`src/rtl/unum4_norm.sv`:
```
// unum4_norm: two-stage pipelined normaliser for signed mantissa/exponent pairs.
// S1 captures the leading-sign count; S2 shifts the mantissa and adjusts the exponent, saturating on underflow.
module unum4_norm #(
  parameter int MAN_MAX_W = 29,
  parameter int EXP_MAX_W = 16
) (
  input  logic                 clk,
  input  logic                 rst,
  input  logic                 in_valid,
  output logic                 in_ready,
  input  logic [MAN_MAX_W-1:0] man_in,
  input  logic [EXP_MAX_W-1:0] exp_in,
  output logic                 out_valid,
  input  logic                 out_ready,
  output logic [MAN_MAX_W-1:0] man_out,
  output logic [EXP_MAX_W-1:0] exp_out,
  output logic                 zero_out,
  output logic                 unf_out
);

  localparam int MW = MAN_MAX_W;
  localparam int EW = EXP_MAX_W;

  logic          s1_adv;
  logic          s2_adv;

  logic          s1_valid_reg;
  logic [MW-1:0] s1_man_reg;
  logic [EW-1:0] s1_exp_reg;
  logic [EW-1:0] s1_lz_reg;
  logic          s1_zero_reg;

  logic          s2_valid_reg;
  logic [MW-1:0] s2_man_reg;
  logic [EW-1:0] s2_exp_reg;
  logic          s2_zero_reg;
  logic          s2_unf_reg;

  logic [MW-1:1] sign_eq;
  logic          lz_run;
  logic [EW-1:0] lz_next;
  logic          zero_next;

  logic [EW:0]   exp_diff;
  logic [MW-1:0] man_next;
  logic [EW-1:0] exp_next;
  logic          unf_next;

  // Handshake: each stage may advance when it is empty or its successor frees up.
  assign s2_adv   = ~s2_valid_reg | out_ready;
  assign s1_adv   = ~s1_valid_reg | s2_adv;
  assign in_ready = s1_adv & ~rst;

  genvar gi;
  generate
    for (gi = 1; gi < MW; gi++) begin : g_sign_eq
      assign sign_eq[gi] = (man_in[gi] == man_in[gi-1]);
    end
  endgenerate

  // Count the unbroken run of matching adjacent bits from the MSB downwards.
  always_comb begin
    lz_next = '0;
    lz_run  = 1'b1;
    for (int i = MW - 1; i >= 1; i--) begin
      lz_run  = lz_run & sign_eq[i];
      lz_next = lz_next + {{(EW-1){1'b0}}, lz_run};
    end
  end

  assign zero_next = (man_in == '0);

  always_ff @(posedge clk) begin
    if (rst) begin
      s1_valid_reg <= 1'b0;
      s1_man_reg   <= '0;
      s1_exp_reg   <= '0;
      s1_lz_reg    <= '0;
      s1_zero_reg  <= 1'b0;
    end else if (s1_adv) begin
      s1_valid_reg <= in_valid;
      if (in_valid) begin
        s1_man_reg  <= man_in;
        s1_exp_reg  <= exp_in;
        s1_lz_reg   <= lz_next;
        s1_zero_reg <= zero_next;
      end
    end
  end

  // The difference fits in EW+1 bits; underflow shows as the top two bits disagreeing.
  always_comb begin
    exp_diff = {s1_exp_reg[EW-1], s1_exp_reg} - {1'b0, s1_lz_reg};
    man_next = s1_man_reg << s1_lz_reg;
    unf_next = exp_diff[EW] & ~exp_diff[EW-1];
    exp_next = unf_next ? {1'b1, {(EW-1){1'b0}}} : exp_diff[EW-1:0];
    if (s1_zero_reg) begin
      man_next = '0;
      exp_next = '0;
      unf_next = 1'b0;
    end
  end

  always_ff @(posedge clk) begin
    if (rst) begin
      s2_valid_reg <= 1'b0;
      s2_man_reg   <= '0;
      s2_exp_reg   <= '0;
      s2_zero_reg  <= 1'b0;
      s2_unf_reg   <= 1'b0;
    end else if (s2_adv) begin
      s2_valid_reg <= s1_valid_reg;
      if (s1_valid_reg) begin
        s2_man_reg  <= man_next;
        s2_exp_reg  <= exp_next;
        s2_zero_reg <= s1_zero_reg;
        s2_unf_reg  <= unf_next;
      end
    end
  end

  assign out_valid = s2_valid_reg;
  assign man_out   = s2_man_reg;
  assign exp_out   = s2_exp_reg;
  assign zero_out  = s2_zero_reg;
  assign unf_out   = s2_unf_reg;

endmodule
```
`config.mk`:
```
export PLATFORM = sky130hd
export DESIGN_NAME = unum4_norm
export DESIGN_NICKNAME = d
export VERILOG_FILES = /design/src/rtl/unum4_norm.sv
export SDC_FILE = /design/constraint.sdc
export NUM_CORES = 1
export LEC_CHECK = 0
export ABC_AREA = 1
export BUFFER_PORTS_ARGS = -buffer_cell sky130_fd_sc_hd__buf_2
export CAP_MARGIN = 25
export CORE_MARGIN = 10
export CORE_UTILIZATION = 46
export CTS_BUF_LIST = sky130_fd_sc_hd__clkbuf_16
export DETAILED_ROUTE_END_ITERATION = 6
export GPL_TIMING_DRIVEN = 1
export PLACE_DENSITY = 0.65
export SKIP_LAST_GASP = 1
export SLEW_MARGIN = 10
export SYNTH_ARGS = -nofsm -noshare
export SYNTH_HDL_FRONTEND = slang
export SYNTH_SLANG_ARGS = --single-unit
```
`constraint.sdc`:
```
create_clock -name clk -period 10.4 [get_ports clk]
set_input_delay 2.08 -clock clk [delete_from_list [all_inputs] [get_ports clk]]
set_output_delay 2.08 -clock clk [all_outputs]
set_load 0.02 [all_outputs]
```
==> results.yml, run 1 <==
outcome:
  run_status: "complete, no violations"
clock_tree:
  cts_setup_buffers: 0
  postCtsHoldBufs: 0
  cts_resized: 0
  clock_path_buffers: 2
  cts_sinks: 101
  htree_levels: 3
  numCtsBuffers: 9
  cts_tree: "built"
  clk_pin_slew_worst_paths_ps: 70
  clk_latency_ps: 350
  cts-root-buf: "clkbuf_16"
detailed_routing:
  drt_first_pass_iters: 5
  route.detailed.drc: 0
  vias: 5893
  wire_per_inst_um: 14.1
  drtIter0Drc: 481
  drt_wl_total_um: 16500
  ant_nets: 0
  routed_via_density: 5.02
floorplan:
  ios: 98
  die_h_um: 139
  start_util: 0.471
  core_mm2: 0.0139
  die_w_um: 139
  die_area_mm2: 0.0194
  rows: 43
worst_setup_path:
  cp_max_fo: 3
  critPathTopFamily: "adder cells"
  cp_num_buf_inv: 4
  max_stage_delay_ps: 520
  r2r-start: "s1_lz_reg[3]$_SDFFE_PP0P_"
  crit_start: "man_in[26]"
  cp-end-kind: "register"
  r2r-end: "exp_out[5]$_SDFFE_PP0P_"
  crit_arrival_ps: 8320
  path_class: "input pin to register"
  r2r_cells: 17
  cp-start-kind: "input pin"
  crit_path_frequent_cell: "fa_1"
  worstPathRequired_ps: 10580
  rrSetupSlack_ps: 6070
  crit_slowest_cell: "fa_1"
timing:
  final_hold_viol_count: 0
  rsz0062_at_grt: "false"
  maxSlewViolCount: 0
  skew_ps: 8.64
  max_freq_mhz: 123
  tightest_slew_ps: 1000
  fin_crit_sh: 0.782
  setup_ws_ps: 2260
  max_slew_margin: 0.332
  min_period_ps: 8140
  setup_viol: 0
  tns_ps: 0
logic_synthesis:
  syn-mean-instance-area_um2: 7.09
  postSynthCellCount: 925
  ys_async_sr_fraction: 0
  synth_common_cells: "nand2_1, inv_1, o21ai_0"
  synth_seq_area_share: 0.308
  syn_nets: 1023
  yosysWarningCount: 0
  ys.flop_type: "dfxtp_1"
  ys_ff_latch: 101
  synth_cell_type_count: 40
  yosys-top-cells-area: "dfxtp_1, nand2_1, o21ai_0"
  synth_edf_count: 0
  syn_area_mm2: 0.00656
  synth_most_common_cell: "nand2_1"
  yosys.area.top_type: "dfxtp_1"
  netlist.area_leader.share: 0.308
pwr:
  p_sw_mw: 0.327
  swShare: 0.317
  powerDensity_mw_per_mm2: 138
  comb_power_share: 0.230
  p_clk_frac: 0.354
  p_seq_frac: 0.416
  p_int_mw: 0.704
  power_leakage_nw: 3.52
  max-vdd-ir-drop_mv: 0.108
placed_design:
  gp_congestion: 0.919
  pre_cts_ws_ps: 1920
  place_hpwl_um: 13100
  io_buffers: 97
global_routing:
  grt_max_degree: 88
  grt_pass1_vias: 5536
  antenna_found_initial: 0
  grt_pass1_wl_um: 27700
  grt.overflow.total: 0
  track_usage: 0.167
final_layout:
  area_delta_synth_final_pct: 13.5
  fill_cells: 1421
  antennaDiodeCount: 0
  finish.net_count: 1087
  drive_gt1_frac: 0.181
min_path:
  min_path_type: "register to register"
  holdPathStages: 2
  min_from: "s1_man_reg[28]$_SDFFE_PP0P_"
  whs_endpoint: "s1_man_reg[28]$_SDFFE_PP0P_"
flow_run:
  drv_cap: 0
[cells by family (layout without fill, tap and decap cells)]
family | Yosys count | in the layout | synth area share
buffers and inverters | 202 | 271 | 0.117
XOR/XNOR | 23 | 23 | 0.0307
AO/OA/AOI/OAI | 236 | 236 | 0.200
adder cells (fa/ha/maj) | 49 | 49 | 0.118
flip-flops | 101 | 101 | 0.308
AND/OR/NAND/NOR | 302 | 302 | 0.208
multiplexers | 12 | 12 | 0.0183
[metrics by stage]
step	power, mW	area (um2)	utilization	hold slack [ps]	cells
6_report	1.03	7440	0.534	462	1174
5_1_grt	1.09	7440	0.534	485	1174
4_1_cts	1.04	7440	0.534	463	1174
3_5_place_dp	0.674	7120	0.511	453	1158
3_3_place_gp	0.671	7120	0.511	447	1158
2_1_floorplan	0.606	6560	-	431	925
[tightest hold or removal path, delay by kind of cell (launching register included)]
family / cells / cell delay, ps
buf+inv: 1 / 60
compound gates: 1 / 60
flops: 1 / 300
[layout make-up]
| class | count | area (um2) | share of cell area |
|---|---|---|---|
| clock buffer | 9 | 225 | 0.0303 |
| clock inverter | 7 | 97.6 | 0.0131 |
| inverter | 152 | 571 | 0.0767 |
| multi-input combinational | 622 | 3770 | 0.507 |
| sequential | 101 | 2020 | 0.272 |
| tap | 180 | 225 | 0.0303 |
| timing repair buffer | 103 | 531 | 0.0713 |
[power by group through the flow]
stage	combinational [mW]	sequential, mW	clock, mW
floorplan	0.163	0.444	0
global placement	0.234	0.437	0
detailed placement	0.236	0.438	0
CTS	0.237	0.429	0.371
global route	0.270	0.433	0.387
finish	0.237	0.429	0.365
[how the worst max path moves through the flow]
| stage | endpoint | slack, ps | cells past startpoint |
|---|---|---|---|
| final | s1_lz_reg[4]$_SDFFE_PP0P_ | 2260 | 30 |
| after global routing | s1_lz_reg[4]$_SDFFE_PP0P_ | 1730 | 30 |
| after CTS | s1_lz_reg[4]$_SDFFE_PP0P_ | 2280 | 30 |
| after detailed placement | s1_lz_reg[4]$_SDFFE_PP0P_ | 1920 | 30 |
| after global placement | s1_lz_reg[4]$_SDFFE_PP0P_ | 2090 | 30 |
| after floorplan | s1_lz_reg[4]$_SDFFE_PP0P_ | 2460 | 29 |
[layer usage]
layer  global-route usage  up-vias  wire length [um]
li1                     -     3091                 -
met1                0.248     2667              8640
met2                0.243      117              7000
met3               0.0255       18               673
met4               0.0461        0               227
met5                    0        -                 0
[layout by cell type (no fill, tap or decap), drive strengths merged]
master | Yosys | routed
inv | 148 | 151
nor3 | 7 | 7
or2 | 7 | 7
nor2 | 61 | 61
nand2 | 198 | 198
xor2 | 12 | 12
nand4 | 10 | 10
a211oi | 5 | 5
mux2i | 12 | 12
clkinv | 4 | 5
clkinvlp | 0 | 1
o21ai | 117 | 117
buf | 5 | 103
clkbuf | 45 | 9
ha | 28 | 28
fa | 21 | 21
nand3 | 17 | 17
a221oi | 1 | 1
o311ai | 3 | 3
o221ai | 2 | 2
nand3b | 1 | 1
dfxtp | 101 | 101
a22oi | 5 | 5
a21oi | 88 | 88
bufinv | 0 | 2
o211ai | 9 | 9
a31oi | 6 | 6
nor4 | 1 | 1
xnor2 | 11 | 11
(Power assumes the default switching activity.)
==> run 2, diff against run 1 <==
--- a/config.mk
+++ b/config.mk
@@ -5,7 +5,7 @@
 export SDC_FILE = /design/constraint.sdc
 export NUM_CORES = 1
 export LEC_CHECK = 0
-export ABC_AREA = 1
+export ABC_AREA = 0
 export BUFFER_PORTS_ARGS = -buffer_cell sky130_fd_sc_hd__buf_2
 export CAP_MARGIN = 25
 export CORE_MARGIN = 10
@@ -13,7 +13,7 @@
 export CTS_BUF_LIST = sky130_fd_sc_hd__clkbuf_16
 export DETAILED_ROUTE_END_ITERATION = 6
 export GPL_TIMING_DRIVEN = 1
-export PLACE_DENSITY = 0.65
+export PLACE_DENSITY = 0.67
 export SKIP_LAST_GASP = 1
 export SLEW_MARGIN = 10
 export SYNTH_ARGS = -nofsm -noshare
==> constraint.sdc (replaced) <==
create_clock -name clk -period 7.15 [get_ports clk]
set_input_delay 1.43 -clock clk [delete_from_list [all_inputs] [get_ports clk]]
set_output_delay 1.43 -clock clk [all_outputs]
set_load 0.02 [all_outputs]
==> run 2 against run 1 <==
  * Sequential share of layout area decreased by 0.096 points
  * Die area down 3.0%
  * Utilization up 2.5 points
  * Largest power group unchanged
  * Highest routed layer unchanged
==> results.yml, run 2 <==
outcome:
  run_status: "complete, no violations"
pwr:
  power_leakage_nw: 3.37
  p_clk_frac: 0.326
  swShare: 0.313
  p_sw_mw: 0.461
  p_seq_frac: 0.421
  max-vdd-ir-drop_mv: 0.130
  p_int_mw: 1.01
  powerDensity_mw_per_mm2: 197
  comb_power_share: 0.253
final_layout:
  drive_gt1_frac: 0.209
  final_common_cell: "nand2_1"
  finish.net_count: 976
  final_cell_mix: "nand2_1, dfxtp_1, buf_2"
  area_delta_synth_final_pct: 18.1
  antennaDiodeCount: 0
  fin_cells: 1058
floorplan:
  core_mm2: 0.0133
  die_area_mm2: 0.0188
  start_util: 0.474
  ios: 98
  rows: 42
  die_w_um: 137
  die_h_um: 137
clock_tree:
  clock_path_buffers: 2
  postCtsHoldBufs: 0
  numCtsBuffers: 9
  clk_pin_slew_worst_paths_ps: 70
  cts-root-buf: "clkbuf_16"
  htree_levels: 3
  cts_tree: "built"
  clk_latency_ps: 350
  cts_sinks: 101
timing:
  fin_crit_sh: 0.966
  tightest_slew_ps: 893
  maxSlewViolCount: 0
  max_freq_mhz: 145
  final_hold_viol_count: 0
  skew_ps: 8.29
  tns_ps: 0
  rsz0062_at_grt: "false"
  setup_ws_ps: 242
  setup_viol: 0
  min_period_ps: 6910
  max_slew_margin: 0.398
logic_synthesis:
  yosys-top-cells-area: "dfxtp_1, nand2_1, fa_1"
  postSynthCellCount: 774
  ys_async_sr_fraction: 0
  ys_ff_latch: 101
  syn_nets: 872
  synth_seq_area_share: 0.320
  ys.flop_type: "dfxtp_1"
  synth_edf_count: 0
  synth_most_common_cell: "nand2_1"
  syn_area_mm2: 0.00633
  netlist.area_leader.share: 0.320
  yosysWarningCount: 0
  synth_cell_type_count: 62
  synth_common_cells: "nand2_1, dfxtp_1, a21oi_1"
  syn-mean-instance-area_um2: 8.17
  yosys.area.top_type: "dfxtp_1"
detailed_routing:
  drtIter0Drc: 536
  route.detailed.drc: 0
  ant_nets: 0
  drt_wl_total_um: 16900
  wire_per_inst_um: 15.9
  drt_first_pass_iters: 5
  routed_via_density: 5.38
  vias: 5689
worst_setup_path:
  cp-start-kind: "input pin"
  path_class: "input pin to register"
  cp-end-kind: "register"
  cp_max_fo: 4
  worstPathRequired_ps: 7430
  crit_arrival_ps: 7190
  rrSetupSlack_ps: 3800
global_routing:
  grt.overflow.total: 0
  grt_max_degree: 81
  grt_pass1_vias: 5368
  track_usage: 0.178
  grt_pass1_wl_um: 27100
  antenna_found_initial: 0
flow_run:
  drv_cap: 0
placed_design:
  io_buffers: 97
  place_hpwl_um: 13200
  gp_congestion: 0.911
  pre_cts_ws_ps: -132
  dp_cells: 1041
min_path:
  min_path_type: "register to register"
[run 2: changes by cell type in the layout (fill, tap and decap cells not counted), sizes merged, moves of 13 or more]
| cell | before | now |
|---|---|---|
| o21ai | 117 | 14 |
| mux2 | 0 | 15 |
| nand2 | 198 | 145 |
| a22oi | 5 | 18 |
| inv | 151 | 63 |
| a21oi | 88 | 68 |
| mux2i | 12 | 31 |
| buf | 103 | 136 |
| a22o | 0 | 15 |
[run 2: path summary, 6_finish.rpt]
kind,cells after the start,endpoint,startpoint
max,21,s1_lz_reg[4]$_SDFFE_PP0P_,man_in[24]
min,2,s1_man_reg[27]$_SDFFE_PP0P_,s1_man_reg[27]$_SDFFE_PP0P_
max reg2reg,8,exp_out[14]$_SDFFE_PP0P_,s1_lz_reg[2]$_SDFFE_PP0P_
min reg2reg,2,s1_man_reg[27]$_SDFFE_PP0P_,s1_man_reg[27]$_SDFFE_PP0P_
[run 2: logic make-up after synthesis]
| kind of cell | count (synthesis) | share of synthesized area |
|---|---|---|
| multiplexers | 46 | 0.0758 |
| AO/OA/AOI/OAI | 168 | 0.176 |
| flip-flops | 101 | 0.320 |
| XOR/XNOR | 27 | 0.0374 |
| AND/OR/NAND/NOR | 278 | 0.204 |
| buffers and inverters | 105 | 0.0655 |
| adder cells (fa/ha/maj) | 49 | 0.122 |
[run 2: power by group through the flow]
stage / logic [mW] / clock network (mW) / registers [mW]
2_1_floorplan: 0.239 / 0 / 0.645
3_3_place_gp: 0.364 / 0 / 0.632
3_5_place_dp: 0.367 / 0 / 0.633
4_1_cts: 0.369 / 0.486 / 0.620
5_1_grt: 0.413 / 0.510 / 0.624
6_report: 0.372 / 0.481 / 0.620
[run 2: metrics by stage]
step	power, mW	hold WS, ps	utilization	area, um2
global placement	0.996	442	0.535	7140
CTS	1.47	457	0.556	7430
finish	1.47	455	0.560	7470
detailed placement	0.999	448	0.535	7140
global route	1.55	480	0.560	7470
floorplan	0.884	436	-	6330
[run 2: final cells by class]
class / instances / area (um2)
Fill cell: 1300 / 5880
Multi-Input combinational cell: 568 / 3930
Sequential cell: 101 / 2020
Timing Repair Buffer: 136 / 778
Inverter: 62 / 233
Clock buffer: 9 / 225
Tap cell: 176 / 220
Clock inverter: 6 / 63.8
[run 2: layer usage]
layer	vias to the layer above	GRT usage	share of wire
met3	13	0.0368	0.069
met5	-	0	0
li1	2878	-	-
met2	157	0.261	0.43
met4	0	0.0515	0.014
met1	2641	0.256	0.49
[run 2: timing repair]
item / CTS / global route
gates resized for setup: 0 / 5
setup buffers: 0 / 1
endpoints found under the setup margin: 0 / 3
[run 2: worst max-delay path: stages]
cell     delay, ps
buf_2           90
inv_1           40
ha_1           330
nor4b_4        390
nand3_1        230
nor4b_4        320
nand2_1        120
fa_1           520
fa_1           510
inv_1           50
fa_1           500
fa_1           430
fa_1           510
fa_1           410
ha_1           220
fa_1           380
a21o_1         180
a21oi_1        170
xnor2_1        130
nand2_1         80
a21oi_2        150
==> run 3, diff against run 2 <==
==> constraint.sdc (replaced) <==
create_clock -name clk -period 7.15 [get_ports clk]
set_input_delay 0.3575 -clock clk [delete_from_list [all_inputs] [get_ports clk]]
set_output_delay 0.3575 -clock clk [all_outputs]
set_load 0.02 [all_outputs]
==> run 3 against run 2 <==
  * Sequential power about the same
  * Hold slack lost 210 ps
  * Clock skew decreased by 3.1 ps
  * Highest routed layer unchanged
==> results.yml, run 3 (synthesized netlist as in run 2, its figures left out) <==
outcome:
  run_status: "complete, no violations"
global_routing:
  grt_pass1_wl_um: 26900
  grt_max_degree: 81
  grt.overflow.total: 0
  grt.busiest_layer: "met2"
  use_met3: 0.0368
  gr-usage-met2: 0.257
  track_usage: 0.175
  antenna_found_initial: 0
  grt_pass1_vias: 5413
  grt_use_met1: 0.249
worst_setup_path:
  crit_slowest_cell: "nor4b_1"
  max_stage_delay_ps: 540
  crit_path_frequent_cell: "fa_1"
  cp_max_fo: 4
  r2r_cells: 8
  crit_chain: "buf_2 > inv_1 > ha_1 > nor4b_4 > nand3_1 > nor4b_1 > nand2_1 > fa_1 > fa_1 > inv_1 > fa_1 > fa_1 > fa_1 > fa_1 > ha_1 > fa_1 > a21o_1 > a21oi_1 > xnor2_1 > nand2_1 > a21oi_1"
  path_class: "input pin to register"
  rrSetupSlack_ps: 3830
  cp-end-kind: "register"
  worstPathRequired_ps: 7420
  crit_arrival_ps: 6550
  r2r-end: "exp_out[14]$_SDFFE_PP0P_"
  cp-start-kind: "input pin"
  r2r-start: "s1_lz_reg[2]$_SDFFE_PP0P_"
pwr:
  p_clk_frac: 0.345
  p_int_mw: 1.04
  powerDensity_mw_per_mm2: 206
  max-vdd-ir-drop_mv: 0.119
  swShare: 0.304
  p_sw_mw: 0.454
  comb_power_share: 0.239
  power_leakage_nw: 3.24
  p_seq_frac: 0.416
floorplan:
  start_util: 0.474
  core_mm2: 0.0133
  die_h_um: 137
  die_w_um: 137
  ios: 98
  die_area_mm2: 0.0188
  rows: 42
clock_tree:
  numCtsBuffers: 9
  clock_path_buffers: 2
  cts_tree: "built"
  cts_setup_buffers: 0
  cts_sinks: 101
  cts-root-buf: "clkbuf_16"
  clk_pin_slew_worst_paths_ps: 70
  postCtsHoldBufs: 0
  htree_levels: 3
  clk_latency_ps: 350
  cts_resized: 0
final_layout:
  antennaDiodeCount: 0
  drive_gt1_frac: 0.173
  utilization: 0.541
  finish.net_count: 944
  fill_cells: 1332
  final_common_cell: "nand2_1"
  area_delta_synth_final_pct: 14.2
  final_cell_mix: "nand2_1, dfxtp_1, buf_2"
detailed_routing:
  vias: 5522
  drt_wl_total_um: 16500
  ant_nets: 0
  drt_first_pass_iters: 5
  routed_via_density: 5.38
  drtIter0Drc: 375
  wire_per_inst_um: 16.1
  route.detailed.drc: 0
timing:
  rsz0062_at_grt: "false"
  tns_ps: 0
  tightest_slew_ps: 837
  max_slew_margin: 0.442
  min_period_ps: 6270
  setup_ws_ps: 878
  final_hold_viol_count: 0
  setup_viol: 0
  fin_crit_sh: 0.877
  skew_ps: 5.24
  maxSlewViolCount: 0
  max_freq_mhz: 159
min_path:
  min_from: "exp_in[6]"
  min_path_type: "input pin to register"
  holdPathStages: 3
  whs_endpoint: "s1_exp_reg[6]$_SDFFE_PP0P_"
placed_design:
  gp_congestion: 0.910
  place_hpwl_um: 13000
  pre_cts_ws_ps: 483
  io_buffers: 97
flow_run:
  drv_cap: 0
[run 3: stage by stage]
stage | power [mW] | instance area [um2] | hold WS [ps] | instances
after floorplan | 0.884 | 6330 | 436 | 774
after global placement | 0.983 | 6900 | 442 | 1010
after detailed placement | 0.986 | 6900 | 448 | 1010
after CTS | 1.50 | 7220 | 241 | 1026
after global routing | 1.57 | 7220 | 254 | 1027
final | 1.49 | 7220 | 249 | 1027
[run 3: metal layers]
layer	vias to the layer above	share of wire
li1	2817	-
met1	2549	0.50
met2	139	0.42
met3	17	0.061
met4	0	0.016
met5	-	0
[run 3: worst max-delay path by stage]
stage | start | end | depth (start not counted)
global route | man_in[26] | s1_lz_reg[4]$_SDFFE_PP0P_ | 21
detailed placement | man_in[26] | s1_lz_reg[4]$_SDFFE_PP0P_ | 21
finish | man_in[26] | s1_lz_reg[4]$_SDFFE_PP0P_ | 21
floorplan | man_in[26] | s1_lz_reg[4]$_SDFFE_PP0P_ | 20
CTS | man_in[26] | s1_lz_reg[4]$_SDFFE_PP0P_ | 21
global placement | man_in[26] | s1_lz_reg[4]$_SDFFE_PP0P_ | 21
[run 3: power by group through the flow]
stage / clock network, mW / logic (mW) / registers (mW)
4_1_cts: 0.521 / 0.356 / 0.620
3_3_place_gp: 0 / 0.351 / 0.632
3_5_place_dp: 0 / 0.354 / 0.633
5_1_grt: 0.543 / 0.398 / 0.625
2_1_floorplan: 0 / 0.239 / 0.645
6_report: 0.515 / 0.356 / 0.620
[run 3: layout make-up]
class | instances | area (um2) | area share
Clock buffer | 9 | 225 | 0.0312
Clock inverter | 7 | 91.3 | 0.0126
Inverter | 62 | 233 | 0.0322
Multi-Input combinational cell | 568 | 3890 | 0.539
Sequential cell | 101 | 2020 | 0.280
Tap cell | 176 | 220 | 0.0305
Timing Repair Buffer | 104 | 538 | 0.0745
[run 3: worst max-delay path, delay by kind of cell]
| kind | cells | cell delay, ps |
|---|---|---|
| buffers and inverters | 3 | 210 |
| adders and majority gates | 9 | 3840 |
| and+or+nand+nor | 5 | 1470 |
| xor gates and xnor gates | 1 | 130 |
| AOI/OAI and AO/OA | 3 | 520 |
